### config.mk
export PLATFORM = sky130hd
export DESIGN_NAME = display_mux_7s
export DESIGN_NICKNAME = d
export VERILOG_FILES = /design/src/rtl/disp_pkg.sv /design/src/rtl/seg7_hex_decoder.sv /design/src/rtl/display_mux_7s.sv
export SDC_FILE = /design/constraint.sdc
export NUM_CORES = 1
export LEC_CHECK = 0
export BUFFER_PORTS_ARGS = -buffer_cell sky130_fd_sc_hd__buf_2
export CAP_MARGIN = 30
export CORE_UTILIZATION = 58
export DETAILED_ROUTE_END_ITERATION = 6
export GPL_ROUTABILITY_DRIVEN = 0
export PLACE_DENSITY = 0.86
export SLEW_MARGIN = 10
export SYNTH_ARGS = -nofsm -noshare
export SYNTH_HDL_FRONTEND = slang
export SYNTH_SLANG_ARGS = --single-unit
### constraint.sdc
create_clock -name clk -period 2.6 [get_ports clk]
set_input_delay 0 -clock clk [delete_from_list [all_inputs] [get_ports clk]]
set_output_delay 0 -clock clk [all_outputs]
set_load 0.005 [all_outputs]
### src/rtl/disp_pkg.sv
// Shared definitions for the 7-segment scan controller: FSM state encoding,
// segment bit positions and a helper that assembles a segment pattern.
package disp_pkg;

    typedef enum logic [1:0] {
        ST_IDLE  = 2'd0,
        ST_BLANK = 2'd1,
        ST_SHOW  = 2'd2
    } disp_state_t;

    // Segment bit positions, a..g -> bit 0..6
    localparam int SEG_A = 0;
    localparam int SEG_B = 1;
    localparam int SEG_C = 2;
    localparam int SEG_D = 3;
    localparam int SEG_E = 4;
    localparam int SEG_F = 5;
    localparam int SEG_G = 6;

    localparam logic [6:0] SEG_OFF = 7'b0;

    // Build an active-high segment word from individual segment flags
    function automatic logic [6:0] seg_bits(input logic a, input logic b, input logic c,
                                            input logic d, input logic e, input logic f,
                                            input logic g);
        logic [6:0] r;
        r        = SEG_OFF;
        r[SEG_A] = a;
        r[SEG_B] = b;
        r[SEG_C] = c;
        r[SEG_D] = d;
        r[SEG_E] = e;
        r[SEG_F] = f;
        r[SEG_G] = g;
        return r;
    endfunction

endpackage

### src/rtl/seg7_hex_decoder.sv
// Purely combinational hex-to-7-segment decoder, active-high segments a..g.
module seg7_hex_decoder
    import disp_pkg::*;
(
    input  logic [3:0] hex,
    output logic [6:0] seg
);

    // Lookup of the glyph for each hex digit (lower-case b and d)
    always_comb begin
        seg = SEG_OFF;
        case (hex)
            4'h0: seg = seg_bits(1, 1, 1, 1, 1, 1, 0);
            4'h1: seg = seg_bits(0, 1, 1, 0, 0, 0, 0);
            4'h2: seg = seg_bits(1, 1, 0, 1, 1, 0, 1);
            4'h3: seg = seg_bits(1, 1, 1, 1, 0, 0, 1);
            4'h4: seg = seg_bits(0, 1, 1, 0, 0, 1, 1);
            4'h5: seg = seg_bits(1, 0, 1, 1, 0, 1, 1);
            4'h6: seg = seg_bits(1, 0, 1, 1, 1, 1, 1);
            4'h7: seg = seg_bits(1, 1, 1, 0, 0, 0, 0);
            4'h8: seg = seg_bits(1, 1, 1, 1, 1, 1, 1);
            4'h9: seg = seg_bits(1, 1, 1, 1, 0, 1, 1);
            4'hA: seg = seg_bits(1, 1, 1, 0, 1, 1, 1);
            4'hB: seg = seg_bits(0, 0, 1, 1, 1, 1, 1);
            4'hC: seg = seg_bits(1, 0, 0, 1, 1, 1, 0);
            4'hD: seg = seg_bits(0, 1, 1, 1, 1, 0, 1);
            4'hE: seg = seg_bits(1, 0, 0, 1, 1, 1, 1);
            4'hF: seg = seg_bits(1, 0, 0, 0, 1, 1, 1);
            default: seg = SEG_OFF;
        endcase
    end

endmodule

### src/rtl/display_mux_7s.sv
// Time-multiplexed scan controller for NDIG common-anode 7-segment digits.
// One shared decoder, a blank-then-show slot per digit, and a double-buffered
// display value that only changes at frame boundaries.
// Optional build macro: LEADING_ZERO_BLANK_EN blanks leading zero digits.
module display_mux_7s
    import disp_pkg::*;
#(
    parameter int NDIG  = 4,
    parameter int DIV   = 50000,
    parameter int BLANK = 16
) (
    input  logic              clk,
    input  logic              rst,
    input  logic              en,
    input  logic              load,
    input  logic [4*NDIG-1:0] value,
    output logic              pend,
    output logic              frame,
    output logic [NDIG-1:0]   an,
    output logic [6:0]        seg
);

    localparam int CW = (DIV > 1) ? $clog2(DIV) : 1;
    localparam int DW = (NDIG > 1) ? $clog2(NDIG) : 1;
    localparam logic [DW-1:0] LAST_DIG = DW'(NDIG - 1);

    disp_state_t       state_reg, state_next;
    logic [CW-1:0]     cnt_reg, cnt_next;
    logic [DW-1:0]     digit_reg, digit_next;
    logic              frame_w;

    logic [4*NDIG-1:0] shadow_reg, disp_reg;
    logic              pend_reg;
    logic [NDIG-1:0]   an_reg, an_next;
    logic [6:0]        seg_reg, seg_next;

    logic [3:0]        nib [NDIG];
    logic [6:0]        dec_seg;
    logic              show_w;
    logic              blank_w;
    logic              xfer_w;

    // Scan state register
    always_ff @(posedge clk) begin
        if (rst) begin
            state_reg <= ST_IDLE;
            cnt_reg   <= '0;
            digit_reg <= '0;
        end else begin
            state_reg <= state_next;
            cnt_reg   <= cnt_next;
            digit_reg <= digit_next;
        end
    end

    // Next-state: dark lead-in of each slot, then lit until the slot ends
    always_comb begin
        state_next = state_reg;
        cnt_next   = cnt_reg;
        digit_next = digit_reg;
        frame_w    = 1'b0;
        if (!en) begin
            state_next = ST_IDLE;
            cnt_next   = '0;
            digit_next = '0;
        end else begin
            case (state_reg)
                ST_IDLE: begin
                    state_next = ST_BLANK;
                    cnt_next   = '0;
                    digit_next = '0;
                end
                ST_BLANK: begin
                    cnt_next = cnt_reg + CW'(1);
                    if (cnt_reg == CW'(BLANK - 1))
                        state_next = ST_SHOW;
                end
                ST_SHOW: begin
                    if (cnt_reg == CW'(DIV - 1)) begin
                        cnt_next   = '0;
                        state_next = ST_BLANK;
                        if (digit_reg == LAST_DIG) begin
                            digit_next = '0;
                            frame_w    = 1'b1;
                        end else begin
                            digit_next = digit_reg + DW'(1);
                        end
                    end else begin
                        cnt_next = cnt_reg + CW'(1);
                    end
                end
                default: begin
                    state_next = ST_IDLE;
                    cnt_next   = '0;
                    digit_next = '0;
                end
            endcase
        end
    end

    // Display value may change at a frame boundary or while the display is dark
    assign xfer_w = frame_w || (state_reg == ST_IDLE);

    // Load handshake: shadow captures, displayed value updates on xfer
    always_ff @(posedge clk) begin
        if (rst) begin
            shadow_reg <= '0;
            disp_reg   <= '0;
            pend_reg   <= 1'b0;
        end else begin
            if (load)
                shadow_reg <= value;
            if (xfer_w) begin
                if (load) begin
                    disp_reg <= value;
                    pend_reg <= 1'b0;
                end else if (pend_reg) begin
                    disp_reg <= shadow_reg;
                    pend_reg <= 1'b0;
                end
            end else if (load) begin
                pend_reg <= 1'b1;
            end
        end
    end

    // Nibble mux feeding the single shared decoder
    for (genvar gi = 0; gi < NDIG; gi++) begin : g_nib
        assign nib[gi] = disp_reg[4*gi +: 4];
    end

    seg7_hex_decoder u_dec (
        .hex (nib[digit_reg]),
        .seg (dec_seg)
    );

`ifdef LEADING_ZERO_BLANK_EN
    logic [NDIG-1:0] lz;
    // lz[i]: nibble i and every nibble above it are zero
    for (genvar gi = 0; gi < NDIG; gi++) begin : g_lz
        assign lz[gi] = (disp_reg[4*NDIG-1:4*gi] == '0);
    end
    assign blank_w = lz[digit_reg] && (digit_reg != '0);
`else
    assign blank_w = 1'b0;
`endif

    // Gating with en makes the pins go dark on the cycle right after en drops
    assign show_w = en && (state_reg == ST_SHOW);

    for (genvar gi = 0; gi < NDIG; gi++) begin : g_an
        assign an_next[gi] = ~(show_w && (digit_reg == DW'(gi)));
    end

    assign seg_next = (show_w && !blank_w) ? dec_seg : SEG_OFF;

    // Registered pin drivers
    always_ff @(posedge clk) begin
        if (rst) begin
            an_reg  <= '1;
            seg_reg <= SEG_OFF;
        end else begin
            an_reg  <= an_next;
            seg_reg <= seg_next;
        end
    end

    assign an    = an_reg;
    assign seg   = seg_reg;
    assign pend  = pend_reg;
    assign frame = frame_w;

endmodule

==> results.py <==
metrics = {
    "routing": {
        "post_drt_wl_per_cell_um": 13.71,
        "via_per_inst": 5.254,
        "vias": 2133,
        "ant_nets": 0,
        "drc": 0,
        "drt_first_iter_violations": 160,
        "drtPass1Iterations": 5,
        "drt-total-wl_um": 5567,
    },
    "setup_path": {
        "crit_chain": "mux4_1, inv_1, ha_1, inv_1, mux4_2, nor2_1",
        "r2r-start": "digit_reg[0]$_SDFFE_PP0P_",
        "crit_arrival_ns": 2.60,
        "setup.worst_path.end": "seg[3]$_SDFF_PP0_",
        "worst_path_largest_cell_delay_ns": 0.72,
        "crit_path_frequent_cell": "inv_1",
        "worst-path-max-fanout": 11,
        "end_kind": "register",
        "start_kind": "register",
        "reg2regPathDepth": 6,
        "r2r_end": "seg[3]$_SDFF_PP0_",
        "worstSetupPathType": "reg -> reg",
        "worstPathRequired_ns": 2.87,
        "worstSetupStartpoint": "digit_reg[0]$_SDFFE_PP0P_",
        "critical_path.slowest_cell": "mux4_1",
        "r2r_slack_ns": 0.27,
    },
    "sta": {
        "fin_crit_ns": 2.333,
        "finalCritPeriodShare_pct": 89.74,
        "fmax_mhz": 428.6,
        "slew_headroom_pct": 58.09,
        "worstMarginPinSlew_ns": 0.6274,
        "setup_viol": 0,
        "clock_skew_ns": 0.008476,
        "hold_viol_final": 0,
        "rsz0062_at_grt": "no",
        "slew_viol_final": 0,
        "finalSetupTns_ns": 0,
    },
    "clock_network": {
        "cts_buffer_depth": 2,
        "clk_pin_slew_ns": 0.07,
        "clockRootBuffer": "clkbuf_8",
        "cts_hold_buf": 15,
        "cts_max_level": 3,
        "cts_tree": "built",
        "post_cts_resized": 0,
        "clk_latency_ns": 0.34,
        "post_cts.repair.setup_buffers": 0,
        "cts_sinks": 64,
        "cts_buffers": 9,
    },
    "yosys": {
        "yosysSeqAreaShare_pct": 43.50,
        "ys_types": 39,
        "synth_area_mm2": 0.002945,
        "yosys.area.top_type": "dfxtp_1",
        "synth-seq-cells": 64,
        "synth_area_leaders": "dfxtp_1, ha_1, mux2i_1",
        "yosys_warnings": 0,
        "netlist_instances": 285,
        "post-synth-top-area-fraction_pct": 43.50,
        "avgSynthCellArea_um2": 10.33,
        "syn_nets": 321,
    },
    "global_routing": {
        "grt_usage_pct": 23.85,
        "antenna_found_initial": 0,
        "grt_pass1_vias": 2083,
        "grt_overflow": 0,
        "grt_max_degree": 35,
        "grt_pass1_wl_um": 9611,
    },
    "pwr": {
        "peakVddDrop_uv": 372.5,
        "p_per_area_mw_per_mm2": 664.6,
        "leakage_nw": 1.502,
    },
    "finish": {
        "nets": 370,
        "fillers": 355,
        "mostFrequentLayoutCells": "dfxtp_1, nor2_1, buf_2",
        "drive_above_1_share_pct": 22.42,
        "layout_commonest_cell": "dfxtp_1",
        "area_growth_pct": 20.31,
        "antenna_cells": 0,
        "utilization_pct": 73.56,
    },
    "status": {
        "outcome": "finished, final reports clean",
    },
    "die": {
        "die_w_um": 73.26,
        "core-area_mm2": 0.004817,
        "die_h_um": 73.26,
        "io_pins": 33,
        "rows": 25,
        "die_area_mm2": 0.005367,
        "start_util_pct": 61.14,
    },
    "placed_design": {
        "portBuffers": 32,
        "dp_hpwl_um": 3574,
    },
    "hold_path": {
        "hp-class": "in -> reg",
    },
    "flow_run": {
        "drv_cap": 0,
    },
}
[worst min path at each step]
stage                    from  cells past startpoint  slack, ns                          end
floorplan            value[0]                      2       0.18   shadow_reg[0]$_SDFFE_PP0P_
global placement     value[4]                      3       0.29   shadow_reg[4]$_SDFFE_PP0P_
detailed placement   value[8]                      3       0.30   shadow_reg[8]$_SDFFE_PP0P_
CTS                 value[13]                      3      0.006  shadow_reg[13]$_SDFFE_PP0P_
global route        value[13]                      3       0.03  shadow_reg[13]$_SDFFE_PP0P_
finish              value[13]                      3      0.004  shadow_reg[13]$_SDFFE_PP0P_
[cell families after synthesis]
family,Yosys count,synth area share [%]
AOI/OAI and AO/OA,17,4.163
xor gates and xnor gates,14,4.163
adders and majority gates,16,6.797
buffers and inverters,21,3.865
DFF,64,43.50
muxes,40,17.97
and+or+nand+nor,113,19.54
[cells in the mapped netlist, drive strengths merged]
cell type,count
or2,1
and4,2
a32o,1
nor2b,18
mux2,17
nand2b,2
nor3,3
mux4,5
and2b,1
ha,16
dfxtp,64
nand2,17
clkbuf,4
inv,11
o41ai,1
buf,6
o22a,1
o21ai,5
nor4,3
and3,7
a21oi,2
and2,3
nand4,4
nand3,8
xnor2,6
a22oi,1
xor2,8
o31a,1
nor2,44
mux2i,18
a221oi,5
[where the power goes]
group	total (mW)	switching, mW	leakage (nW)	internal, mW
registers	1.03	0.0157	0.521	1.01
logic	0.183	0.0862	0.851	0.0971
clock network	1.14	0.383	0.130	0.761
total	2.36	0.485	1.50	1.87
[per-stage QoR]
step / std cells / area (um2) / setup slack (ns) / total power [mW] / hold slack (ns)
3_3_place_gp: 375 / 3124 / 0.4194 / 1.205 / 0.2907
5_1_grt: 406 / 3543 / 0.1113 / 2.424 / 0.03222
2_1_floorplan: 285 / 2945 / 0.6027 / 1.177 / 0.1756
3_5_place_dp: 375 / 3124 / 0.3090 / 1.212 / 0.2970
4_1_cts: 406 / 3543 / 0.2795 / 2.361 / 0.005525
6_report: 406 / 3543 / 0.2668 / 2.355 / 0.003871
[layer usage]
| metal | GRT usage [%] | part of all wire [%] | vias up |
|---|---|---|---|
| li1 | - | - | 1073 |
| met1 | 32.05 | 49 | 1003 |
| met2 | 36.01 | 46 | 47 |
| met3 | 6.859 | 3.8 | 10 |
| met4 | 9.804 | 1.4 | 0 |
| met5 | 0 | 0 | - |
[critical path, delay by kind of cell (launching register included)]
family / cells / cell delay [ns]
flip-flops: 1 / 0.61
multiplexers: 2 / 1.18
AND/OR/NAND/NOR: 1 / 0.09
buffers and inverters: 2 / 0.23
adder cells (fa/ha/maj): 1 / 0.15
[area by class of cell]
class	count	area, um2	area share, %
Clock buffer	11	141.4	3.990
Timing Repair Buffer	48	317.8	8.969
Sequential cell	64	1281	36.16
Inverter	11	41.29	1.165
Clock inverter	5	127.6	3.602
Tap cell	67	83.83	2.366
Multi-Input combinational cell	200	1550	43.75
No activity file was read; power rests on OpenSTA's default activity.
